===== src/rtl/wb_pkg.sv =====
// Shared types and constants for the writeback arbitration stage.
// Request record and arbitration-policy selectors.
package wb_pkg;
    localparam int WB_ADDR_W = 5;
    localparam int WB_DATA_W = 32;

    localparam int WB_PRIO_FIXED = 0;
    localparam int WB_PRIO_RR    = 1;

    typedef struct packed {
        logic [WB_ADDR_W-1:0] waddr;
        logic [WB_DATA_W-1:0] wdata;
    } wb_req_t;
endpackage


===== src/rtl/wb_src_fifo.sv =====
// Per-source request FIFO for the writeback stage.
// Exposes per-slot valid/address so pending writes can be searched.
module wb_src_fifo
    import wb_pkg::*;
#(
    parameter int ADDR_W = 5,
    parameter int DATA_W = 32,
    parameter int DEPTH  = 2
) (
    input  logic                      clk,
    input  logic                      rst,
    input  logic                      push,
    input  logic [ADDR_W-1:0]         push_waddr,
    input  logic [DATA_W-1:0]         push_wdata,
    input  logic                      pop,
    output logic                      full,
    output logic                      empty,
    output logic [ADDR_W-1:0]         head_waddr,
    output logic [DATA_W-1:0]         head_wdata,
    output logic [DEPTH-1:0]          ent_valid,
    output logic [DEPTH*ADDR_W-1:0]   ent_addr
);
    localparam int PTR_W = (DEPTH > 1) ? $clog2(DEPTH) : 1;
    localparam int CNT_W = $clog2(DEPTH) + 1;

    logic [ADDR_W-1:0] addr_mem [DEPTH];
    logic [DATA_W-1:0] data_mem [DEPTH];
    logic [DEPTH-1:0]  vld;
    logic [PTR_W-1:0]  wr_ptr;
    logic [PTR_W-1:0]  rd_ptr;
    logic [CNT_W-1:0]  count;
    logic              do_push;
    logic              do_pop;

    function automatic logic [PTR_W-1:0] ptr_inc(input logic [PTR_W-1:0] p);
        return (p == PTR_W'(DEPTH - 1)) ? '0 : p + 1'b1;
    endfunction

    assign full    = (count == CNT_W'(DEPTH));
    assign empty   = (count == '0);
    assign do_push = push & ~full;
    assign do_pop  = pop & ~empty;

    assign head_waddr = addr_mem[rd_ptr];
    assign head_wdata = data_mem[rd_ptr];
    assign ent_valid  = vld;

    for (genvar j = 0; j < DEPTH; j++) begin : g_ent
        assign ent_addr[j*ADDR_W +: ADDR_W] = addr_mem[j];
    end

    always_ff @(posedge clk) begin
        if (rst) begin
            wr_ptr <= '0;
            rd_ptr <= '0;
            count  <= '0;
            vld    <= '0;
        end else begin
            if (do_push) begin
                addr_mem[wr_ptr] <= push_waddr;
                data_mem[wr_ptr] <= push_wdata;
                vld[wr_ptr]      <= 1'b1;
                wr_ptr           <= ptr_inc(wr_ptr);
            end
            if (do_pop) begin
                vld[rd_ptr] <= 1'b0;
                rd_ptr      <= ptr_inc(rd_ptr);
            end
            if (do_push && !do_pop) begin
                count <= count + 1'b1;
            end else if (do_pop && !do_push) begin
                count <= count - 1'b1;
            end
        end
    end
endmodule


===== src/rtl/wb_arb_stage.sv =====
// Writeback stage: merges NUM_SRC request streams into one registered
// register-file write port, with a pending-write lookup for ID.
module wb_arb_stage
    import wb_pkg::*;
#(
    parameter int NUM_SRC    = 2,
    parameter int DATA_W     = 32,
    parameter int ADDR_W     = 5,
    parameter int FIFO_DEPTH = 2,
    parameter int PRIO_MODE  = 0
) (
    input  logic                             clk_i,
    input  logic                             rst_i,
    input  logic [NUM_SRC-1:0]               src_valid_i,
    output logic [NUM_SRC-1:0]               src_ready_o,
    input  logic [NUM_SRC-1:0][ADDR_W-1:0]   src_waddr_i,
    input  logic [NUM_SRC-1:0][DATA_W-1:0]   src_wdata_i,
    output logic                             rf_we_o,
    output logic [ADDR_W-1:0]                rf_waddr_o,
    output logic [DATA_W-1:0]                rf_wdata_o,
    output logic [$clog2(NUM_SRC)-1:0]       rf_src_o,
    input  logic [ADDR_W-1:0]                chk_addr_i,
    output logic                             chk_hit_o,
    output logic                             busy_o
);
    localparam int SRC_W = $clog2(NUM_SRC);

    logic [NUM_SRC-1:0]            full;
    logic [NUM_SRC-1:0]            empty;
    logic [NUM_SRC-1:0]            push;
    logic [NUM_SRC-1:0]            pop;
    logic [ADDR_W-1:0]             head_waddr [NUM_SRC];
    logic [DATA_W-1:0]             head_wdata [NUM_SRC];
    logic [FIFO_DEPTH-1:0]         ent_valid  [NUM_SRC];
    logic [FIFO_DEPTH*ADDR_W-1:0]  ent_addr   [NUM_SRC];
    logic [SRC_W-1:0]              rr_ptr;
    logic [SRC_W-1:0]              rr_next;
    logic                          grant;
    logic [SRC_W-1:0]              grant_idx;
    logic                          hit;

    assign src_ready_o = ~full & {NUM_SRC{~rst_i}};
    assign push        = src_valid_i & src_ready_o;

    for (genvar g = 0; g < NUM_SRC; g++) begin : g_src
        wb_src_fifo #(
            .ADDR_W (ADDR_W),
            .DATA_W (DATA_W),
            .DEPTH  (FIFO_DEPTH)
        ) u_fifo (
            .clk        (clk_i),
            .rst        (rst_i),
            .push       (push[g]),
            .push_waddr (src_waddr_i[g]),
            .push_wdata (src_wdata_i[g]),
            .pop        (pop[g]),
            .full       (full[g]),
            .empty      (empty[g]),
            .head_waddr (head_waddr[g]),
            .head_wdata (head_wdata[g]),
            .ent_valid  (ent_valid[g]),
            .ent_addr   (ent_addr[g])
        );
    end

    // Rotating search; a base of 0 gives plain lowest-index priority.
    always_comb begin
        int base;
        int idx;
        grant     = 1'b0;
        grant_idx = '0;
        pop       = '0;
        idx       = 0;
        base      = (PRIO_MODE == WB_PRIO_RR) ? int'(rr_ptr) : 0;
        for (int k = 0; k < NUM_SRC; k++) begin
            idx = base + k;
            if (idx >= NUM_SRC) idx = idx - NUM_SRC;
            if (!grant && !empty[idx]) begin
                grant     = 1'b1;
                grant_idx = SRC_W'(idx);
            end
        end
        if (grant) pop[grant_idx] = 1'b1;
    end

    assign rr_next = (int'(grant_idx) == NUM_SRC - 1) ? '0 : grant_idx + 1'b1;

    always_ff @(posedge clk_i) begin
        if (rst_i) begin
            rf_we_o    <= 1'b0;
            rf_waddr_o <= '0;
            rf_wdata_o <= '0;
            rf_src_o   <= '0;
            rr_ptr     <= '0;
        end else begin
            rf_we_o <= grant && (head_waddr[grant_idx] != '0);
            if (grant) begin
                rf_waddr_o <= head_waddr[grant_idx];
                rf_wdata_o <= head_wdata[grant_idx];
                rf_src_o   <= grant_idx;
                rr_ptr     <= rr_next;
            end
        end
    end

    always_comb begin
        hit = rf_we_o && (rf_waddr_o == chk_addr_i);
        for (int i = 0; i < NUM_SRC; i++) begin
            for (int j = 0; j < FIFO_DEPTH; j++) begin
                if (ent_valid[i][j] &&
                    ent_addr[i][j*ADDR_W +: ADDR_W] == chk_addr_i) begin
                    hit = 1'b1;
                end
            end
        end
    end

    assign chk_hit_o = hit && (chk_addr_i != '0);
    assign busy_o    = (|(~empty)) | rf_we_o;
endmodule


===== config.mk =====
export PLATFORM = sky130hd
export DESIGN_NAME = wb_arb_stage
export DESIGN_NICKNAME = d
export VERILOG_FILES = /design/src/rtl/wb_pkg.sv /design/src/rtl/wb_src_fifo.sv /design/src/rtl/wb_arb_stage.sv
export SDC_FILE = /design/constraint.sdc
export NUM_CORES = 1
export LEC_CHECK = 0
export CAP_MARGIN = 20
export CORE_UTILIZATION = 45
export DETAILED_ROUTE_END_ITERATION = 7
export HOLD_SLACK_MARGIN = 0.06
export PLACE_DENSITY = 0.77
export SYNTH_ARGS = -nofsm -noshare
export SYNTH_HDL_FRONTEND = slang
export SYNTH_HIERARCHICAL = 1
export SYNTH_SLANG_ARGS = --single-unit

===== constraint.sdc =====
create_clock -name clk_i -period 6.36 [get_ports clk_i]
set_input_delay 1.59 -clock clk_i [delete_from_list [all_inputs] [get_ports clk_i]]
set_output_delay 1.59 -clock clk_i [all_outputs]
set_load 0.05 [all_outputs]

; Yosys cells after proc, flatten, opt, wreduce, memory -nomap -nowiden
; Memories as Yosys holds them, arrays and structs flattened. A register that Yosys moved wholly into a read port is not among the register bits.
; Cells that the tools add are included.
[op_classes]
n_reduce_logical = 29
n_bitwise = 21
muxes = 52
add_sub_neg = 8
order_cmp = 11
n_eq_ne = 7
[ops]
columns = cell, n
row1 = 2-to-1 mux 32 bit, 3
row2 = 2-to-1 mux 1 bit, 30
row3 = == test 5 bit, 5
row4 = 2-to-1 mux 2 bit, 11
row5 = logical AND 1 bit, 17
row6 = 2-to-1 mux 5 bit, 3
row7 = less-than comparator 1 x 2 -> 1 bit (second input constant), 5
row8 = nonzero test 5 bit, 2
row9 = bitwise AND 2 bit, 4
row10 = inverter 2 bit, 4
row11 = demux 1 bit (select 1 bit), 5
row12 = >= comparator 1 bit (second input constant), 5
row13 = logical NOT 1 bit, 5
row14 = inverter 1 bit, 5
row15 = adder 1 bit (second input constant), 4
row16 = adder 2 x 1 -> 2 bit (second input constant), 2
row17 = bitwise AND 1 bit, 4
row18 = == test 2 bit (second input constant), 2
row19 = logical NOT 2 bit, 2
row20 = OR 2 bit, 2
row21 = nonzero test 2 bit, 2
row22 = subtractor 2 x 1 -> 2 bit (second input constant), 2
row23 = >= comparator 2 bit (second input constant), 1
row24 = inverter 1 -> 2 bit, 1
row25 = 2 further kinds, 2
[totals]
ramBits = 148
regBits = 51
n_memories = 4
[memory_table]
columns = memory, words, word_bits, read_ports, rd_clocked_by_memory_dff, write_ports, line
row1 = g_src[0].u_fifo.data_mem, 2, 32, 1, 1, 1, wb_src_fifo.sv:27  ; logic [DATA_W-1:0] data_mem [DEPTH];
row2 = g_src[1].u_fifo.data_mem, 2, 32, 1, 1, 1, wb_src_fifo.sv:27
row3 = g_src[0].u_fifo.addr_mem, 2, 5, 3, 1, 1, wb_src_fifo.sv:26  ; logic [ADDR_W-1:0] addr_mem [DEPTH];
row4 = g_src[1].u_fifo.addr_mem, 2, 5, 3, 1, 1, wb_src_fifo.sv:26

; Longest topological paths before layout
[logic_depth]
depth_word = 13
depth_mapped = 10
mapped_depth_nobuf = 10

; Hierarchy
; The synthesis kept the hierarchy.
[modules_own_cells]
columns = mod, cells_per_inst, area_each_um2, seq_area_each_um2, n_inst
row1 = wb_src_fifo, 151, 2967.8, 2362.3, 2
row2 = wb_arb_stage, 227, 2087.0, 780.7, 1

; Least setup slack after synthesis
; Ideal clock, no wire load.
[synth_timing]
kind = input to register
startpoint = input port rst_i
endpoint = memory g_src[0].u_fifo.addr_mem[1][0] (enable)
n_path_buf = 2
slack_ns = 0.212
setup_time_ns = 0.485
arrival_ns = 5.662
cell_stages = 6
path_cell_list = clkbuf_1 buf_2 nor2_1 and2_1 nand2_1 nor3b_1
[synth_via]
elab_chain_len = 7
[synth_rtl]
columns = element, line
row1 = from (decl), wb_arb_stage.sv:13  ; input logic rst_i,
row2 = inverter 1 bit, wb_arb_stage.sv:42  ; assign src_ready_o = ~full & {NUM_SRC{~rst_i}};
row3 = bitwise AND 2 bit, wb_arb_stage.sv:42
row4 = via src_ready_o[0], wb_arb_stage.sv:15  ; output logic [NUM_SRC-1:0] src_ready_o,
row5 = bitwise AND 2 bit, wb_arb_stage.sv:43  ; assign push = src_valid_i & src_ready_o;
row6 = via push[0], wb_arb_stage.sv:30  ; logic [NUM_SRC-1:0] push;
row7 = bitwise AND 1 bit, wb_src_fifo.sv:41  ; assign do_push = push & ~full;
row8 = 2-to-1 mux 1 bit, wb_src_fifo.sv:59  ; if (do_push) begin
row9 = 2-to-1 mux 1 bit, wb_src_fifo.sv:53  ; if (rst) begin
row10 = 2-to-1 mux 1 bit (not written as such), wb_src_fifo.sv:60  ; addr_mem[wr_ptr] <= push_waddr;
row11 = to (decl), wb_src_fifo.sv:26
; The timed path passes the listed nets, and every way through them passes these cells.

; Worst setup path after layout
[layout_timing]
startpoint = input port chk_addr_i[3]
endpoint = output port chk_hit_o
[layout_via]
elab_chain_len = 7
word_cells_on_any_way = 16
classes_between = eq/ne: 5 / mux: 4 / reduce/logical: 7
[layout_rtl]
columns = element, line
row1 = from (decl), wb_arb_stage.sv:22  ; input logic [ADDR_W-1:0] chk_addr_i,
row2 = "== test 5 bit, on equally long branches", "wb_arb_stage.sv:107, wb_arb_stage.sv:111"
row3 = "logical AND 1 bit, on equally long branches", "wb_arb_stage.sv:107, wb_arb_stage.sv:110"
row4 = 2-to-1 mux 1 bit (4 in series), wb_arb_stage.sv:110  ; if (ent_valid[i][j] &&
row5 = logical AND 1 bit (*), wb_arb_stage.sv:118  ; assign chk_hit_o = hit && (chk_addr_i != '0);
row6 = to (decl), wb_arb_stage.sv:23  ; output logic chk_hit_o,
; Mark *: on every way between the ends. The rest lies on a longest branch, timed or not.

==> metrics.yaml <==
critical_path:
  cp_slowest_cell: "clkdlybuf4s50_1"
  crit_path_max_fanout: 6
  path_buf_inv: 2
  worstPathCellList: "clkdlybuf4s50_1 > xor2_1 > nor4_1 > nand3_1 > nand3_1 > o22a_1 > clkdlybuf4s50_1"
  cp_top_family: "buffers and inverters"
  end_kind: "primary output"
  critPathKind: "input pin to primary output"
  max_stage_delay_ns: 0.79
  crit_arrival_ns: 3.92
  cp.required_ns: 4.77
  start_kind: "input pin"
layout:
  antenna_cells: 0
  area_delta_synth_final_pct: 26.8
  fin_nets: 739
  final_util_pct: 58.6
  postLayoutCellArea_um2: 10200
  layout-drive-gt1-share_pct: 19.9
synthesis:
  syn_inst: 529
  ys_types: 33
  synth.net_count: 614
  synth_compound_area_share_pct: 5.15
  synthAdderAreaFrac_pct: 0.312
  async_flop_share_pct: 0
  synth_area_um2: 8020
  synth_top_area_cell: "edfxtp_1"
  avgSynthCellArea_um2: 15.2
  synth_top_cells_by_count: "148 x edfxtp_1, 74 x mux2_2, 53 x dfxtp_1, 50 x nor2_1, 40 x a211oi_1"
  yosysMostFrequentCell: "edfxtp_1"
  yosysTopAreaCellShare_pct: 55.4
  yosysSeqAreaShare_pct: 68.6
  synth-warning-count: 6
  yosys-top-cells-area: "edfxtp_1 55%, dfxtp_1 13%, mux2_2 10%"
  synth_top_family_by_area: "multiplexers"
  synth_seq_cells: 201
  yosys.area_share.simple_pct: 4.65
  synth_xor_area_share_pct: 3.38
  ys.flop_type: "edfxtp_1"
  synth_edf_count: 148
  synth.area.mux_share_pct: 15.0
floorplan:
  die-area_um2: 18400
  initial_utilization_pct: 46.2
  dieWidth_um: 136
  io_pins: 126
  placementRows: 48
  core-area_um2: 17400
  chipHeight_um: 136
clock_network:
  clockRootBuffer: "clkbuf_16"
  cts_made_buffers: 21
  ctsHtreeMaxLevel: 1
  ctsResizeCount: 0
  insertion_delay_ns: 0.48
  post_cts_buffers: 0
  cts_tree: "built"
  ctsHoldBuffers: 0
  clockBufferDepth: 3
  cts_sinks: 201
  clkTransAtPathRegs_ns: 0.06
timing:
  period_needed_ns: 5.51
  finalHoldViolCount: 0
  setup_viol: 0
  slew_headroom_pct: 31.3
  skew_ns: 0.00631
  holdWs_ns: 0.487
  fin_crit_sh_pct: 86.7
  tightestPinTransition_ns: 1.03
  fmax_mhz: 181
  fin_setup_tns_ns: 0
  rsz0062_at_grt: "false"
  slew_viol_final: 0
power_and_ir_drop:
  total_power_mw: 4.52
  powerDensity_nw_per_um2: 444
  p_leak_nw: 3.65
  irDropWorstVdd_mv: 0.304
outcome:
  status: "finished clean"
route:
  drtIter0Drc: 244
  ant_nets: 0
  drc: 0
  num_vias: 4797
  vias_per_cell: 5.37
  wl_per_cell_um: 19.5
  drt-pass1-iter-count: 5
  wirelength_um: 17400
placement:
  dp_hpwl_um: 11400
  numPortBuffers: 125
  placed_cell_area_um2: 9480
  place.gp.congestion: 0.967
grt:
  grt_overflow: 0
  grt_max_degree: 78
  grt_usage_pct: 19.5
  grt_pass1_wl_um: 27300
  grt_pass1_vias: 5172
  antenna_found_initial: 0
min_path:
  hold_path_class: "flip-flop to flip-flop"
job:
  maxCapViolations: 0
-- sequential cells by signal, indices dropped and copies added, names as in the netlist, named ones only --
name	count
g_src.u_fifo/addr_mem	20
g_src.u_fifo/count	4
g_src.u_fifo/data_mem	128
g_src.u_fifo/ent_valid	4
g_src.u_fifo/rd_ptr	2
g_src.u_fifo/wr_ptr	2
rf_src_o	1
rf_waddr_o	5
rf_wdata_o	32
rf_we_o	1
-- metrics by stage --
step / std cells / worst slack (ns)
after floorplan: 529 / 0.212
final: 893 / 0.845
after global placement: 856 / 1.00
after CTS: 893 / 0.835
after detailed placement: 856 / 0.854
after global routing: 893 / 0.776
-- worst min-delay path, delay by kind of cell, from the launching register on --
| family | cells | cell delay [ns] |
|---|---|---|
| compound gates | 1 | 0.05 |
| buf+inv | 1 | 0.06 |
| flops | 1 | 0.33 |
-- cell usage in the layout, fill, tap and decap left out, types with 5 or more instances in the layout --
cell type,Yosys,routed
clkdlybuf4s50_1,0,124
a211oi_1,40,40
mux2_2,74,74
nor4_1,5,5
inv_1,10,10
edfxtp_1,148,148
o21ai_0,6,6
xor2_1,26,26
nand3_1,6,6
mux2i_1,37,37
buf_4,3,11
clkbuf_16,0,21
xnor2_1,5,5
dfxtp_1,53,51
nor2_1,50,48
clkinv_2,0,6
-- layout make-up --
class                   count  area (um^2)
clock buffers              23          543
multi-input cells         282         2320
repair buffers            136         1330
inverters                  12         45.0
flip-flops and latches    201         5510
well taps                 225          282
fillers                  1358         7180
clock inverters            14          148
-- path summary, 6_finish.rpt --
check                                 from                        to  slack (ns)  depth (start not counted)
setup reg to reg  g_src[0].u_fifo/count[1]  g_src[1].u_fifo/count[1]        3.73                          8
hold / removal                    rf_src_o                  rf_src_o        0.49                          2
setup / recovery             chk_addr_i[3]                 chk_hit_o        0.85                          7
hold reg to reg                   rf_src_o                  rf_src_o        0.49                          2
-- cell families (layout without fill, tap and decap cells) --
family	after synthesis	in the layout
xor+xnor	31	31
flops	201	201
simple gates	81	81
buf+inv	46	185
mux	111	111
compound gates	57	57
fa+ha+maj	2	2
-- report_power, final --
part	switching (mW)	internal [mW]
combinational	0.892	0.628
clock	0.472	0.738
sequential	0.189	1.60
total	1.55	2.96
-- layer usage --
layer,up-vias,routed length (um),global-route usage [%],part of all wire [%]
li1,2228,-,-,-
met1,2391,7460,24.5,43
met2,156,8650,34.0,50
met3,22,1110,4.23,6.4
met4,0,231,5.24,1.3
met5,-,0,0,0
Note: power is estimated with default switching activity, not from simulation.
